==> src/rtl/serializer_scheduler_pkg.sv <==
// Shared types and constants for the round-robin serializer scheduler.
package ser_sched_pkg;

  localparam int NIBBLE_W      = 4;
  localparam int SHIFT_NOMINAL = 6;

  typedef enum logic [1:0] {
    IDLE  = 2'd0,
    LOAD  = 2'd1,
    SHIFT = 2'd2,
    DONE  = 2'd3
  } state_t;

endpackage

==> src/rtl/serializer_scheduler_if.sv <==
// Requester and serializer signal bundle; the scheduler sits on the slave side.
interface serializer_scheduler_if
  import ser_sched_pkg::*;
#(
  parameter int N = 4
) ();

  localparam int ID_W = $clog2(N);

  logic [N-1:0]          req;
  logic [N*NIBBLE_W-1:0] req_data;
  logic [N-1:0]          ack;
  logic                  err;
  logic                  busy;
  logic [ID_W-1:0]       grant_id;
  logic                  tx_en;
  logic                  ser_load;
  logic [NIBBLE_W-1:0]   ser_data;
  logic                  ser_fn;
  logic [4:0]            ser_counter;

  modport master (
    output req, req_data, ser_fn, ser_counter,
    input  ack, err, busy, grant_id, tx_en, ser_load, ser_data
  );

  modport slave (
    input  req, req_data, ser_fn, ser_counter,
    output ack, err, busy, grant_id, tx_en, ser_load, ser_data
  );

endinterface

==> src/rtl/serializer_scheduler_rr_arbiter.sv <==
// Combinational rotating-priority picker: first set request at or above ptr, wrapping mod N.
module rr_arbiter #(
  parameter int N = 4,
  localparam int ID_W = $clog2(N)
) (
  input  logic [N-1:0]    req,
  input  logic [ID_W-1:0] ptr,
  output logic [ID_W-1:0] gnt_id,
  output logic            gnt_valid
);

  function automatic logic [ID_W-1:0] wrap_add(input logic [ID_W-1:0] base, input int off);
    int s;
    s = int'(base) + off;
    s = (s >= N) ? (s - N) : s;
    return ID_W'(s);
  endfunction

  // Scan from the farthest offset down so the nearest requester at or after ptr wins.
  always_comb begin
    gnt_id    = ptr;
    gnt_valid = 1'b0;
    for (int k = N - 1; k >= 0; k--) begin
      gnt_id    = req[wrap_add(ptr, k)] ? wrap_add(ptr, k) : gnt_id;
      gnt_valid = req[wrap_add(ptr, k)] ? 1'b1 : gnt_valid;
    end
  end

endmodule

==> src/rtl/serializer_scheduler.sv <==
// Shares one 4-bit parallel-load serializer among N requesters, granting round-robin
// and acknowledging each frame once the serializer reports completion or times out.
module serializer_scheduler
  import ser_sched_pkg::*;
#(
  parameter int N       = 4,
  parameter int TIMEOUT = 8
) (
  input logic                   clk,
  input logic                   reset,
  serializer_scheduler_if.slave bus
);

  localparam int ID_W = $clog2(N);
  localparam int SC_W = $clog2(TIMEOUT) + 1;
  localparam logic [SC_W-1:0] SC_LAST = SC_W'(TIMEOUT - 1);

  state_t                state_q, state_d;
  logic [ID_W-1:0]       ptr_q, ptr_d;
  logic [ID_W-1:0]       grant_id_q, grant_id_d;
  logic [NIBBLE_W-1:0]   nib_q, nib_d;
  logic [SC_W-1:0]       scnt_q, scnt_d;
  logic                  to_flag_q, to_flag_d;
  logic                  ser_load_q, ser_load_d;
  logic [N-1:0]          ack_q, ack_d;
  logic                  err_q, err_d;
  logic                  busy_q, busy_d;

  logic [ID_W-1:0]       arb_id_s;
  logic                  arb_valid_s;
  logic [NIBBLE_W-1:0]   arb_nib_s;

  function automatic logic [ID_W-1:0] next_id(input logic [ID_W-1:0] id);
    logic [ID_W-1:0] nxt;
    if (id == ID_W'(N - 1)) begin
      nxt = '0;
    end else begin
      nxt = id + ID_W'(1);
    end
    return nxt;
  endfunction

  rr_arbiter #(.N(N)) u_arb (
    .req       (bus.req),
    .ptr       (ptr_q),
    .gnt_id    (arb_id_s),
    .gnt_valid (arb_valid_s)
  );

  // Nibble of the arbitration winner, selected with constant slices.
  always_comb begin
    arb_nib_s = '0;
    for (int i = 0; i < N; i++) begin
      arb_nib_s = (arb_id_s == ID_W'(i)) ? bus.req_data[i*NIBBLE_W +: NIBBLE_W] : arb_nib_s;
    end
  end

  // Next-state logic plus next values of the registered Moore outputs.
  always_comb begin
    state_d    = state_q;
    ptr_d      = ptr_q;
    grant_id_d = grant_id_q;
    nib_d      = nib_q;
    scnt_d     = scnt_q;
    to_flag_d  = to_flag_q;
    ack_d      = '0;
    err_d      = 1'b0;

    case (state_q)
      IDLE: begin
        if (arb_valid_s) begin
          state_d    = LOAD;
          grant_id_d = arb_id_s;
          nib_d      = arb_nib_s;
        end else begin
          state_d    = IDLE;
        end
      end
      LOAD: begin
        state_d   = SHIFT;
        scnt_d    = '0;
        to_flag_d = 1'b0;
      end
      SHIFT: begin
        scnt_d = scnt_q + SC_W'(1);
        // A finished serializer wins over a coincident timeout.
        if (bus.ser_fn) begin
          state_d = DONE;
        end else if (scnt_q == SC_LAST) begin
          state_d   = DONE;
          to_flag_d = 1'b1;
        end else begin
          state_d = SHIFT;
        end
      end
      DONE: begin
        state_d = IDLE;
        ptr_d   = next_id(grant_id_q);
      end
      default: begin
        state_d = IDLE;
      end
    endcase

    ser_load_d = (state_d != SHIFT);
    busy_d     = (state_d != IDLE);
    if (state_d == DONE) begin
      ack_d[grant_id_d] = 1'b1;
      err_d             = to_flag_d;
    end else begin
      ack_d = '0;
      err_d = 1'b0;
    end
  end

  // State, capture and output registers; reset abandons any frame in flight.
  always_ff @(posedge clk or posedge reset) begin
    if (reset) begin
      state_q    <= IDLE;
      ptr_q      <= '0;
      grant_id_q <= '0;
      nib_q      <= '0;
      scnt_q     <= '0;
      to_flag_q  <= 1'b0;
      ser_load_q <= 1'b1;
      ack_q      <= '0;
      err_q      <= 1'b0;
      busy_q     <= 1'b0;
    end else begin
      state_q    <= state_d;
      ptr_q      <= ptr_d;
      grant_id_q <= grant_id_d;
      nib_q      <= nib_d;
      scnt_q     <= scnt_d;
      to_flag_q  <= to_flag_d;
      ser_load_q <= ser_load_d;
      ack_q      <= ack_d;
      err_q      <= err_d;
      busy_q     <= busy_d;
    end
  end

  assign bus.ack      = ack_q;
  assign bus.err      = err_q;
  assign bus.busy     = busy_q;
  assign bus.grant_id = grant_id_q;
  assign bus.ser_load = ser_load_q;
  assign bus.ser_data = nib_q;
  // tx carries data only while counter shows 1..4 during SHIFT.
  assign bus.tx_en    = (state_q == SHIFT) && (bus.ser_counter >= 5'd1) && (bus.ser_counter <= 5'd4);

endmodule
==> src/flat_wrapper.sv <==
// flat-port wrapper written by rule: the top's interface ports become plain ports
module serializer_scheduler_flat import ser_sched_pkg::*;
#(
  parameter int N       = 4,
  parameter int TIMEOUT = 8
)
  (clk, reset, bus_req, bus_req_data, bus_ser_fn, bus_ser_counter, bus_ack, bus_err, bus_busy, bus_grant_id, bus_tx_en, bus_ser_load, bus_ser_data);
  serializer_scheduler_if #(.N(N)) bus_i ();
  input logic clk;
  input logic reset;
  input wire logic [$bits(bus_i.req)-1:0] bus_req;
  input wire logic [$bits(bus_i.req_data)-1:0] bus_req_data;
  input wire logic [$bits(bus_i.ser_fn)-1:0] bus_ser_fn;
  input wire logic [$bits(bus_i.ser_counter)-1:0] bus_ser_counter;
  output wire logic [$bits(bus_i.ack)-1:0] bus_ack;
  output wire logic [$bits(bus_i.err)-1:0] bus_err;
  output wire logic [$bits(bus_i.busy)-1:0] bus_busy;
  output wire logic [$bits(bus_i.grant_id)-1:0] bus_grant_id;
  output wire logic [$bits(bus_i.tx_en)-1:0] bus_tx_en;
  output wire logic [$bits(bus_i.ser_load)-1:0] bus_ser_load;
  output wire logic [$bits(bus_i.ser_data)-1:0] bus_ser_data;
  assign bus_i.req = bus_req;
  assign bus_i.req_data = bus_req_data;
  assign bus_i.ser_fn = bus_ser_fn;
  assign bus_i.ser_counter = bus_ser_counter;
  assign bus_ack = bus_i.ack;
  assign bus_err = bus_i.err;
  assign bus_busy = bus_i.busy;
  assign bus_grant_id = bus_i.grant_id;
  assign bus_tx_en = bus_i.tx_en;
  assign bus_ser_load = bus_i.ser_load;
  assign bus_ser_data = bus_i.ser_data;
  serializer_scheduler #(.N(N), .TIMEOUT(TIMEOUT)) u_core (.clk(clk), .reset(reset), .bus(bus_i));
endmodule
==> config.mk <==
export PLATFORM = sky130hd
export DESIGN_NAME = serializer_scheduler_flat
export DESIGN_NICKNAME = d
export VERILOG_FILES = /design/src/rtl/serializer_scheduler_pkg.sv /design/src/rtl/serializer_scheduler_if.sv /design/src/rtl/serializer_scheduler_rr_arbiter.sv /design/src/rtl/serializer_scheduler.sv /design/src/flat_wrapper.sv
export SDC_FILE = /design/constraint.sdc
export NUM_CORES = 1
export LEC_CHECK = 0
export ABC_AREA = 1
export BUFFER_PORTS_ARGS = -buffer_cell sky130_fd_sc_hd__buf_2
export CAP_MARGIN = 15
export CORE_UTILIZATION = 35
export DETAILED_ROUTE_END_ITERATION = 7
export GPL_TIMING_DRIVEN = 1
export MAX_ROUTING_LAYER = met4
export PLACE_DENSITY_LB_ADDON = 0.05
export SYNTH_ARGS = -nofsm -noshare
export SYNTH_HDL_FRONTEND = slang
export SYNTH_HIERARCHICAL = 1
export SYNTH_SLANG_ARGS = --single-unit
==> constraint.sdc <==
create_clock -name clk -period 4.2 [get_ports clk]
set_input_delay 0.84 -clock clk [delete_from_list [all_inputs] [get_ports clk]]
set_output_delay 0.84 -clock clk [all_outputs]
set_load 0.01 [all_outputs]
==> run metrics <==
status=complete, no violations; Ys Warns=6; Max Cap Viol=0; die area=4120 sq um; RSZ-0062 raised after global routing=false; final setup fails=0; Hold WC Path Type=flop to flop; setup total negative slack=0 ps; DR vias/cell=4.60; largest net degree at the start of global routing=23; gr usage total=15.9%; Clock Tree Root=clkbuf_8; area of the mapped netlist=1360 sq um; Achievable Freq=438 MHz; 1st-pass router iterations=4; cell leakage power=0.973 nW; gr ovfl total=0; Area Growth Syn to Fin=23.1%; CTS Hold Bufs=0; Avg WL per Cell=10.1 microns; worst setup path startpoint=bus_req[1]; Core ar.=3690 sq um; min Tclk post-route=2280 ps; cells after synthesis=186; clk_lat worst skew=260 ps; top-area cell type share of the netlist area=38.8%; Yosys reg bits=22; actual slew at the worst max-slew pin=801 ps; cell taking the most area after synthesis=dfrtp_1; H-tree Lvls=1; synth unique cells=30; commonest non-fill, non-tap cells in the layout=nand2_1 (63), buf_2 (41), inv_1 (21), dfrtp_1 (21); PortBufs=41; Syn Area/Cell=7.29 sq um; Routed WL=2790 microns; CP max FO=8; most common cell after layout, fill and taps aside=nand2_1; clk slew on worst S/H paths=80 ps; Crit. End Element=flop; Layout Nets=263; residual DRC count=0; antenna cell count=0; post-CTS setup buffer count=0; Final ANT Viol Nets=0; first-pass GRT wire length=4960 microns; clk sink count=22; Cell Pwr Density=819 nW/um^2; endpoints failing hold=0; Vias=1269; Initial Utilization=36.7%; Startpoint Class=input pin; CTS buffer count=3; I/O Pins=42; worst path arrival time=2430 ps; largest cells by area after synthesis=dfrtp_1 (39%), nand2_1 (17%), nand3_1 (5.9%); Worst Skew=2.59 ps; Peak VDD IR=0.265 mV; pins over their slew limit=0; Placer Congestion=0.864; die height=64.2 microns; CTS resizes=0; row count=22; Worst EP required=4350 ps; HP Start=u_core/bus.ser_data[2]$_DFFE_PP0P_; R2R Path Start=u_core/ptr_q[0]$_DFFE_PP0N_; drt first-iter violations=48; initial antenna violation count=0; Post-Syn Nets=220; clk buf depth=2; number of global-route vias before repair=1233; crit path kind=input pin to flop; layout cell share with drive strength beyond 1=28.9%; sequential area share after synthesis=40.7%; CTS tree=done; final worst path period share=54.4%; Max transition margin=46.6%; detailed placement HPWL=2280 microns; Die W=64.2 microns; Fin Hold WS=491 ps
==> final timing paths <==
kind / end / cells past startpoint / slack [ps]
min reg2reg: u_core/bus.ser_data[2]$_DFFE_PP0P_ / 2 / 490
min: u_core/bus.ser_data[2]$_DFFE_PP0P_ / 2 / 490
max reg2reg: u_core/bus.ser_data[3]$_DFFE_PP0P_ / 12 / 1990
min in group asynchronous: u_core/bus.ack[2]$_DFF_PP0_ / 2 / 720
max: u_core/bus.ser_data[3]$_DFFE_PP0P_ / 12 / 1920
max in group asynchronous: u_core/bus.grant_id[0]$_DFF_PP0_ / 2 / 2980
==> flip-flops by register name (all words and copies together), names as in the netlist <==
| signal | count |
|---|---|
| u_core/bus.grant_id | 2 |
| u_core/to_flag_q | 1 |
| u_core/ptr_q | 2 |
| u_core/bus.err | 1 |
| u_core/state_q | 2 |
| u_core/bus.ser_load | 1 |
| u_core/scnt_q | 4 |
| u_core/bus.busy | 1 |
| u_core/bus.ack | 4 |
| u_core/bus.ser_data | 4 |
==> cells by family (layout without fill, tap and decap cells) <==
group	after synthesis	count (layout)	share of synthesized area [%]
AND/OR/NAND/NOR	109	109	34.7
buffers and inverters	34	76	11.6
flip-flops	22	22	40.7
AO/OA/AOI/OAI	12	12	5.08
adder cells (fa/ha/maj)	6	6	5.54
multiplexers	2	2	1.66
XOR/XNOR	1	1	0.646
==> critical path: stages <==
cell,delay (ps)
buf_2,100
inv_1,80
nand2_1,70
nand3_1,120
nand2_1,50
o21bai_1,140
a21boi_1,540
inv_2,110
nand3_1,100
nand2_1,60
nor2_1,130
a21oi_1,80
==> Yosys cell counts <==
| library cell | instances |
|---|---|
| nor2_1 | 16 |
| o21ai_0 | 1 |
| nand3b_1 | 1 |
| xor2_1 | 1 |
| nand3_2 | 1 |
| a21oi_1 | 5 |
| inv_4 | 1 |
| nand3_1 | 16 |
| dfrtp_1 | 21 |
| bufinv_8 | 1 |
| clkinv_2 | 1 |
| inv_2 | 6 |
| or2_1 | 1 |
| a21boi_1 | 1 |
| clkinv_1 | 1 |
| nand2_2 | 5 |
| nor2_2 | 1 |
| o21ai_2 | 1 |
| buf_4 | 1 |
| buf_2 | 1 |
| nand4_1 | 4 |
| inv_1 | 21 |
| buf_6 | 1 |
| dfstp_2 | 1 |
| nand2_1 | 63 |
| o21bai_1 | 1 |
| ha_1 | 6 |
| mux2_2 | 2 |
| o21ai_1 | 3 |
| and3_2 | 1 |
==> area by class of cell <==
type | count | area (sq um)
Fill cell | 395 | 2020
Clock inverter | 1 | 30.0
Clock buffer | 3 | 41.3
Multi-Input combinational cell | 130 | 646
Tap cell | 48 | 60.1
Inverter | 31 | 134
Timing Repair Buffer | 41 | 205
Sequential cell | 22 | 552
==> report_power, final <==
group	switching, mW	internal (mW)	leakage [nW]	total (mW)
clock	0.0660	0.127	0.0357	0.193
combinational	0.508	0.303	0.660	0.811
sequential	0.0609	0.302	0.277	0.363
==> routing by layer <==
metal / global-route usage [%] / wire, microns
met5: - / 0
met4: 7.22 / 67
met3: 3.04 / 141
met2: 27.3 / 1360
met1: 17.8 / 1220
==> through the flow <==
step	setup slack (ps)	util, %	cells	total power, mW	cell area, sq um
global route	1730	45.2	276	1.53	1670
global placement	1710	43.3	272	1.17	1600
CTS	1920	45.2	276	1.39	1670
finish	1920	45.2	276	1.37	1670
detailed placement	1640	43.3	272	1.19	1600
floorplan	2010	-	186	1.01	1360
Note: power is estimated with default switching activity, not from simulation.
